### config.mk
export PLATFORM = sky130hd
export DESIGN_NAME = writeback_stage
export DESIGN_NICKNAME = d
export VERILOG_FILES = /design/src/rtl/writeback_stage.sv
export SDC_FILE = /design/constraint.sdc
export NUM_CORES = 1
export LEC_CHECK = 0
export CORE_ASPECT_RATIO = 1.4
export CORE_MARGIN = 8
export CORE_UTILIZATION = 44
export CTS_CLUSTER_SIZE = 20
export DETAILED_ROUTE_END_ITERATION = 7
export PLACE_DENSITY_LB_ADDON = 0.05
export SLEW_MARGIN = 10
export SYNTH_ARGS = -nofsm -noshare
export SYNTH_HDL_FRONTEND = slang
export SYNTH_SLANG_ARGS = --single-unit
### constraint.sdc
create_clock -name clk -period 3.69 [get_ports clk]
set_input_delay 1.107 -clock clk [delete_from_list [all_inputs] [get_ports clk]]
set_output_delay 1.107 -clock clk [all_outputs]
set_load 0.03 [all_outputs]
### src/rtl/writeback_stage.sv
// Writeback stage: retires MEM/WB, owns the 8x16 regfile (R7 = PC) and CZ flags.
// Optional WB_BYPASS_EN makes register reads write-through in the retiring cycle.
module writeback_stage (
    input  logic        clk,
    input  logic        reset,
    input  logic        in_valid,
    input  logic [5:0]  in_op,
    input  logic [2:0]  in_regA,
    input  logic [2:0]  in_regB,
    input  logic [2:0]  in_regC,
    input  logic [15:0] in_alu,
    input  logic [15:0] in_mem,
    input  logic [15:0] in_pc1,
    input  logic        in_rf_write,
    input  logic        in_ccr_write,
    input  logic [1:0]  in_ccr_value,
    input  logic [2:0]  rd_addr1,
    input  logic [2:0]  rd_addr2,
    output logic [15:0] rd_data1,
    output logic [15:0] rd_data2,
    input  logic        pc_write,
    input  logic [15:0] pc_in,
    output logic [15:0] r7_out,
    output logic        r7_redirect,
    output logic        fwd_we,
    output logic [2:0]  fwd_dest,
    output logic [15:0] fwd_data,
    output logic [1:0]  ccr_out,
    output logic        wb_pr_valid,
    output logic [5:0]  wb_pr_op,
    output logic [2:0]  wb_pr_regA,
    output logic [2:0]  wb_pr_regB,
    output logic [2:0]  wb_pr_regC,
    output logic        wb_pr_CCR_write,
    output logic [15:0] wb_pr_data
);

    logic [15:0] regs [8];
    logic [1:0]  ccr;
    logic        writes;
    logic [2:0]  dest;
    logic [15:0] data;
    logic        pc_only;

    always_comb begin
        writes = 1'b0;
        dest   = in_regA;
        data   = in_alu;
        unique case (in_op[5:2])
            4'b0000, 4'b0010: begin
                writes = 1'b1;
                dest   = in_regC;
            end
            4'b0001: begin
                writes = 1'b1;
                dest   = in_regB;
            end
            4'b0011: writes = 1'b1;
            4'b0100: begin
                writes = 1'b1;
                data   = in_mem;
            end
            4'b1000, 4'b1001: begin
                writes = 1'b1;
                data   = in_pc1;
            end
            default: writes = 1'b0;
        endcase
    end

    assign fwd_we      = in_valid & in_rf_write & writes;
    assign fwd_dest    = fwd_we ? dest : 3'd0;
    assign fwd_data    = fwd_we ? data : 16'd0;
    assign r7_redirect = fwd_we & (fwd_dest == 3'd7);
    // A retiring R7 write beats the fetch-side PC update.
    assign pc_only     = pc_write & ~r7_redirect;

    always_ff @(posedge clk) begin
        if (reset) begin
            for (int i = 0; i < 8; i++) regs[i] <= 16'd0;
        end else begin
            if (fwd_we) regs[fwd_dest] <= fwd_data;
            if (pc_only) regs[7] <= pc_in;
        end
    end

    always_ff @(posedge clk) begin
        if (reset) begin
            ccr <= 2'b00;
        end else if (in_valid & in_ccr_write) begin
            ccr <= in_ccr_value;
        end
    end

    always_ff @(posedge clk) begin
        if (reset) begin
            wb_pr_valid     <= 1'b0;
            wb_pr_op        <= 6'b111111;
            wb_pr_regA      <= 3'd0;
            wb_pr_regB      <= 3'd0;
            wb_pr_regC      <= 3'd0;
            wb_pr_CCR_write <= 1'b0;
            wb_pr_data      <= 16'd0;
        end else begin
            wb_pr_valid     <= in_valid;
            wb_pr_op        <= in_valid ? in_op : 6'b111111;
            wb_pr_regA      <= in_regA;
            wb_pr_regB      <= in_regB;
            wb_pr_regC      <= in_regC;
            wb_pr_CCR_write <= in_valid & in_ccr_write;
            wb_pr_data      <= fwd_data;
        end
    end

    always_comb begin
        rd_data1 = regs[rd_addr1];
        rd_data2 = regs[rd_addr2];
`ifdef WB_BYPASS_EN
        if (fwd_we && rd_addr1 == fwd_dest) rd_data1 = fwd_data;
        else if (pc_only && rd_addr1 == 3'd7) rd_data1 = pc_in;
        if (fwd_we && rd_addr2 == fwd_dest) rd_data2 = fwd_data;
        else if (pc_only && rd_addr2 == 3'd7) rd_data2 = pc_in;
`endif
    end

    assign r7_out  = regs[7];
    assign ccr_out = ccr;

endmodule

==> results by group, run 1 <==
Timing
  • Skew final: 0 ps
  • Final hold slack: 469 ps
  • Final max-slew violation count: 0
  • RSZ-0062 raised after global routing: yes
  • Rel. slew slack: 21.0%
  • Worst Tran Pin Value: 1180 ps
  • Setup violators final: 0
  • Final hold viol count: 0
  • Period utilization: 99.6%
  • Minimum clock period: 3680 ps
  • Max Clk Rate: 272 MHz

Placement
  • Dpl hpwl: 20.7 mm
  • Routability cong.: 0.890
  • I/O Buffers: 196
  • Post-DP Area: 11200 µm²

Floorplanning
  • Die Ht: 179 µm
  • Total die area: 23600 µm²
  • Starting Density: 44.8%
  • IO Count: 197
  • Die Width: 132 µm
  • Core Footprint: 18500 µm²
  • FP Rows: 59

Global routing
  • Overall Global Routing Usage: 24.2%
  • First-pass GRT wire length: 42.6 mm
  • Gr ovfl total: 0
  • Vias in the first global route: 7334
  • Largest net degree at the start of global routing: 20
  • Initial antenna violation count: 0

Layout
  • Ant. Diodes: 0
  • Fin area: 12100 µm²
  • Post-layout nets: 1031
  • Layout cells sized above 1: 35.5%
  • Fin util: 65.2%
  • Area growth syn-to-layout: 45.5%

CTS
  • Clk root buf: clkbuf_16
  • CTS H-tree depth: 4
  • CTS tree: built
  • Sink Count: 163
  • TritonCTS Buffers: 17
  • Latest clock arrival within the worst-skew pair: 430 ps
  • Clk buf depth: 2
  • Post-CTS Hold Fix Bufs: 0
  • CTS clk-pin slew, worst paths: 70 ps

Setup path
  • Setup crit start kind: input port
  • CP Data Required Time: 2580 ps
  • Arr. time, crit path: 2570 ps
  • Crit-path max FO: 7
  • WS Path Type: in2out
  • Setup crit end kind: primary output

Drt
  • Final WL: 28.6 mm
  • Vias per cell: 5.49
  • Pre-antenna DRT Iters: 5
  • Starting DRC count in detailed routing: 461
  • WL/cell: 23.9 µm
  • # DRC: 0
  • Detail Route Antenna Nets: 0
  • Via Count: 6563

Power
  • Leakage Power: 4.77 nW
  • Pwr Density: 399 nW/µm²
  • Peak VDD IR: 0.287 mV

Synth
  • Post-Syn Area: 8300 µm²
  • Syn_nets: 747
  • Cell variety after synth: 40
  • Syn_area_per_cell: 12.7 µm²
  • Synth top area share: 46.3%
  • Dominant cells by area after synthesis: edfxtp_1, mux4_2, dfxtp_1
  • Synth Instances: 654
  • Warnings from Yosys: 0
  • Sequential area share after synthesis: 54.7%
  • Area leader, netlist: edfxtp_1
  • Seq cells post-synth: 163

Run status
  • Status: finished, final reports clean

Job
  • # Max-Cap Violations: 0

Hold path
  • Hold/Removal Path Class: reg2reg
## cells in the mapped netlist
cell type,count
nor2_1,114
nand4bb_1,1
a31oi_1,1
or4b_1,1
nor2b_1,14
a211o_1,2
buf_2,14
or3b_2,1
edfxtp_1,128
nand3b_1,1
o21ai_0,2
o21a_1,1
mux4_2,64
and3b_1,2
a2111oi_2,1
or3b_1,1
or3_1,1
nand3_1,19
a31o_2,1
a22oi_1,17
mux2_2,32
and2_1,2
nor4b_4,1
nor3b_1,1
nor4b_2,1
nand2_1,73
buf_6,3
clkinv_1,1
nand2b_1,25
or4b_2,1
clkbuf_1,29
o21bai_1,4
a21oi_1,4
o21ai_1,1
nor2_2,1
or2_2,1
mux2i_1,16
dfxtp_1,35
inv_1,35
buf_1,2
## kinds of logic after synthesis
logic type,count (synthesis),share of synthesized area [%]
simple gates,261,14.4
flops,163,54.7
mux,112,23.6
buf+inv,84,4.28
compound gates,34,2.98
## worst paths after layout
| path | startpoint | endpoint | slack [ps] | depth (start not counted) |
|---|---|---|---|---|
| setup / recovery | in_op[5] | r7_redirect | 10 | 9 |
| hold / removal | ccr_out[0] | ccr_out[0] | 470 | 2 |
| setup reg to reg | ccr_out[1] | ccr_out[1] | 3060 | 2 |
| hold reg to reg | ccr_out[0] | ccr_out[0] | 470 | 2 |
## per-stage QoR
stage	setup TNS [ps]	instances	power (mW)	worst slack, ps
final	0	1195	4.82	13.6
after global routing	-59.8	1195	4.96	-15.8
after CTS	0	1191	4.83	2.90
after detailed placement	-25090	1151	3.12	-757
after global placement	-23580	1151	3.10	-735
after floorplan	-65.3	654	2.65	-65.3
## state kept, by name, indices dropped and copies added, names as in the netlist
signal           cells
wb_pr_CCR_write      1
wb_pr_regB           3
wb_pr_op             6
ccr_out              2
wb_pr_regC           3
wb_pr_data          16
wb_pr_regA           3
wb_pr_valid          1
regs               128
## repair_timing
item | 4_1_cts | 5_1_grt
hold endpoints to repair | 0 | 0
setup endpoints to repair | 53 | 22
resized for setup | 122 | 21
pin swaps | 8 | 7
gates cloned | 1 | 2
buffers inserted | 7 | 3
## routing by layer
layer	GRT usage (%)	up-vias	routed length (µm)
met5	0	-	0
met4	9.36	0	775
met3	6.40	51	2170
met1	25.4	3254	10200
met2	45.3	320	15400
li1	-	2938	-
## cells in the final DEF, fill, tap and decap left out, types with 3 or more instances in the layout
master	instances
inv_6	4
buf_12	17
clkdlybuf4s15_2	3
edfxtp_1	128
clkdlybuf4s50_1	127
a21oi_1	3
nand2_2	7
nand2_1	66
dlygate4sd2_1	8
nand2b_1	25
nor2b_1	12
o21bai_2	4
buf_8	3
inv_2	10
buf_4	121
buf_6	13
mux4_2	64
mux2_2	32
dfxtp_1	35
nor2_1	114
clkbuf_16	19
clkinvlp_4	6
a22oi_1	16
nand3_1	19
inv_1	24
buf_2	12
mux2i_1	16
## report_power, final
| part | internal, mW | switching [mW] |
|---|---|---|
| Combinational | 0.493 | 0.491 |
| Sequential | 2.08 | 0.0528 |
| Clock | 0.938 | 0.768 |
## cell type report
type / count / area, µm²
inverters: 36 / 144
repair buffers: 313 / 3040
clock inverters: 14 / 130
fillers: 1480 / 6450
clock buffers: 18 / 429
flip-flops and latches: 163 / 4540
multi-input cells: 407 / 3490
well taps: 244 / 305
## worst max-delay path: stages
cell        delay, ps
buf_6             100
buf_8             130
nor2_4            130
buf_6             110
o21ai_2            50
a211o_1           320
or3_4             390
clkinvlp_4         90
buf_6             120
Power figures use the tool's default switching activity.
==> run 2: changes to the inputs <==
clock period = 3.1 ns   (was 3.69 ns; I/O delays follow)
==> run 2 against run 1 <==
Non-clock buffer count up 46. Wire length up 2.6%. Cell count up 3.9%. The flow now finishes with violations (negative setup slack).
==> results by group, run 2 (synthesis results as in run 1) <==
Hold path
  • Hold/Removal Path Class: reg2reg
  • Hold path endpoint: ccr_out[0]
  • Min-delay src: ccr_out[0]
  • WHS Path Cells: 2

Run status
  • Status: complete, but fails checks
  • Failing checks: negative setup slack

Timing
  • Rel. slew slack: 32.1%
  • Final hold viol count: 0
  • Setup violators final: 28
  • Max Clk Rate: 306 MHz
  • Worst Tran Pin Value: 1010 ps
  • Final worst setup slack: -167 ps
  • Minimum clock period: 3270 ps
  • Final max-slew violation count: 0
  • RSZ-0062 raised after global routing: yes
  • Period utilization: 105%
  • Skew final: 0 ps

Drt
  • Detail Route Antenna Nets: 0
  • Pre-antenna DRT Iters: 5
  • Starting DRC count in detailed routing: 529
  • Via Count: 6852
  • Final WL: 29.3 mm
  • WL/cell: 23.6 µm
  • Vias per cell: 5.52
  • # DRC: 0

Layout
  • Area growth syn-to-layout: 59.3%
  • Most flop-heavy register: regs
  • Post-layout nets: 1078
  • Ant. Diodes: 0
  • Fin util: 71.4%
  • Commonest non-fill, non-tap cell in the layout: edfxtp_1
  • Layout cells sized above 1: 44.0%
  • Biggest regs: regs (128), wb_pr_data (16), wb_pr_op (6)
  • Most frequent cells in the layout: edfxtp_1, buf_4, clkdlybuf4s50_1
  • Largest register FFs: 128

Placement
  • I/O Buffers: 196
  • Dpl hpwl: 19.2 mm
  • Routability cong.: 0.816

Floorplanning
  • Core Footprint: 18500 µm²
  • Die Width: 132 µm
  • Die Ht: 179 µm
  • Starting Density: 44.8%
  • IO Count: 197
  • Total die area: 23600 µm²
  • FP Rows: 59

Setup path
  • CP Data Required Time: 2170 ps
  • Arr. time, crit path: 2340 ps
  • RR Endpoint: ccr_out[1]
  • Setup crit start kind: input port
  • FF-to-FF Start: ccr_out[1]
  • Setup crit end kind: primary output
  • CP max stage cell: or3_4
  • Most frequent CP cell: buf_6
  • R2R Setup Slk: 2510 ps
  • Crit-path max FO: 5
  • Buf/Inv on CP: 6
  • CP startpoint: in_op[4]
  • Critical path's top delay family: buffers and inverters
  • Reg2reg path depth: 2
  • WS Path Type: in2out
  • Slowest stage delay, CP: 430 ps
  • Crit path cell chain: buf_8 > buf_6 > nor2_4 > buf_6 > buf_6 > o21a_1 > a31oi_1 > or3_4 > clkinvlp_4 > buf_6

Global routing
  • Overall Global Routing Usage: 24.5%
  • Vias in the first global route: 7578
  • Initial antenna violation count: 0
  • First-pass GRT wire length: 43.1 mm
  • Largest net degree at the start of global routing: 23
  • Gr ovfl total: 0

Job
  • # Max-Cap Violations: 0

CTS
  • CTS H-tree depth: 4
  • Clk root buf: clkbuf_16
  • Clk buf depth: 2
  • TritonCTS Buffers: 17
  • Post-CTS Hold Fix Bufs: 0
  • Sink Count: 163
  • Latest clock arrival within the worst-skew pair: 410 ps
  • CTS clk-pin slew, worst paths: 70 ps
  • CTS tree: built

Power
  • Leakage Power: 5.37 nW
  • Peak VDD IR: 0.324 mV
  • Tot Pwr: 6.03 mW
  • Pwr Density: 456 nW/µm²
run 2: cell types whose count changed in the layout (fill, tap and decap cells not counted), moves of 7 or more:
| cell | before | now |
|---|---|---|
| nand2_2 | 7 | 19 |
| inv_4 | 0 | 13 |
| nand3_1 | 19 | 9 |
| mux2_4 | 0 | 22 |
| a22oi_1 | 16 | 8 |
| inv_2 | 10 | 3 |
| buf_16 | 1 | 12 |
| nand2_1 | 66 | 47 |
| buf_6 | 13 | 67 |
| nand2_4 | 0 | 7 |
| a22oi_2 | 1 | 9 |
| mux2_2 | 32 | 10 |
| buf_2 | 12 | 0 |
| nand3_2 | 0 | 10 |
run 2: how the worst max path moves through the flow:
| stage | to | slack [ps] | depth (start not counted) |
|---|---|---|---|
| after detailed placement | fwd_data[12] | -1110 | 7 |
| final | r7_redirect | -170 | 10 |
| after global placement | fwd_data[12] | -1050 | 7 |
| after CTS | r7_redirect | -170 | 9 |
| after global routing | r7_redirect | -200 | 10 |
| after floorplan | r7_redirect | -300 | 9 |
run 2: worst reg2reg max path, stage by stage (launching register included):
cell and delay [ps]:
dfxtp_1 340, nand2_1 60, a21oi_1 130
run 2: layout make-up:
class,instances,area [µm²]
tap,244,305
sequential,163,4540
timing repair buffer,359,3810
inverter,36,176
multi-input combinational,408,3790
clock inverter,15,170
fill,1281,5310
clock buffer,17,425
run 2: where the power goes:
group          leakage (nW)  switching, mW  internal (mW)
Sequential             1.52         0.0608           2.47
Combinational          3.56          0.638          0.724
Clock                 0.287          0.926           1.21
run 2: per-layer routing:
layer / vias up / part of all wire, % / track usage (%)
met3: 64 / 8.6 / 6.65
met1: 3397 / 36 / 26.7
met2: 353 / 52 / 44.4
li1: 3038 / - / -
met4: 0 / 2.9 / 9.94
met5: - / 0 / 0
run 2: metrics by stage:
step / setup WS, ps / std cells / hold slack, ps / TNS (ps) / instance area (µm²)
floorplan: -301 / 654 / 580 / -2260 / 8460
CTS: -170 / 1220 / 478 / -1080 / 12700
global route: -199 / 1242 / 482 / -2260 / 13200
finish: -167 / 1242 / 471 / -1160 / 13200
detailed placement: -1110 / 1159 / 467 / -111580 / 11300
global placement: -1050 / 1159 / 444 / -92110 / 11300
run 2: what timing repair did:
| action | in CTS | in global routing |
|---|---|---|
| buffers inserted | 16 | 21 |
| pin swaps | 15 | 39 |
| gates resized for setup | 170 | 81 |
| cloned | 13 | 1 |
| setup endpoints to repair | 99 | 51 |
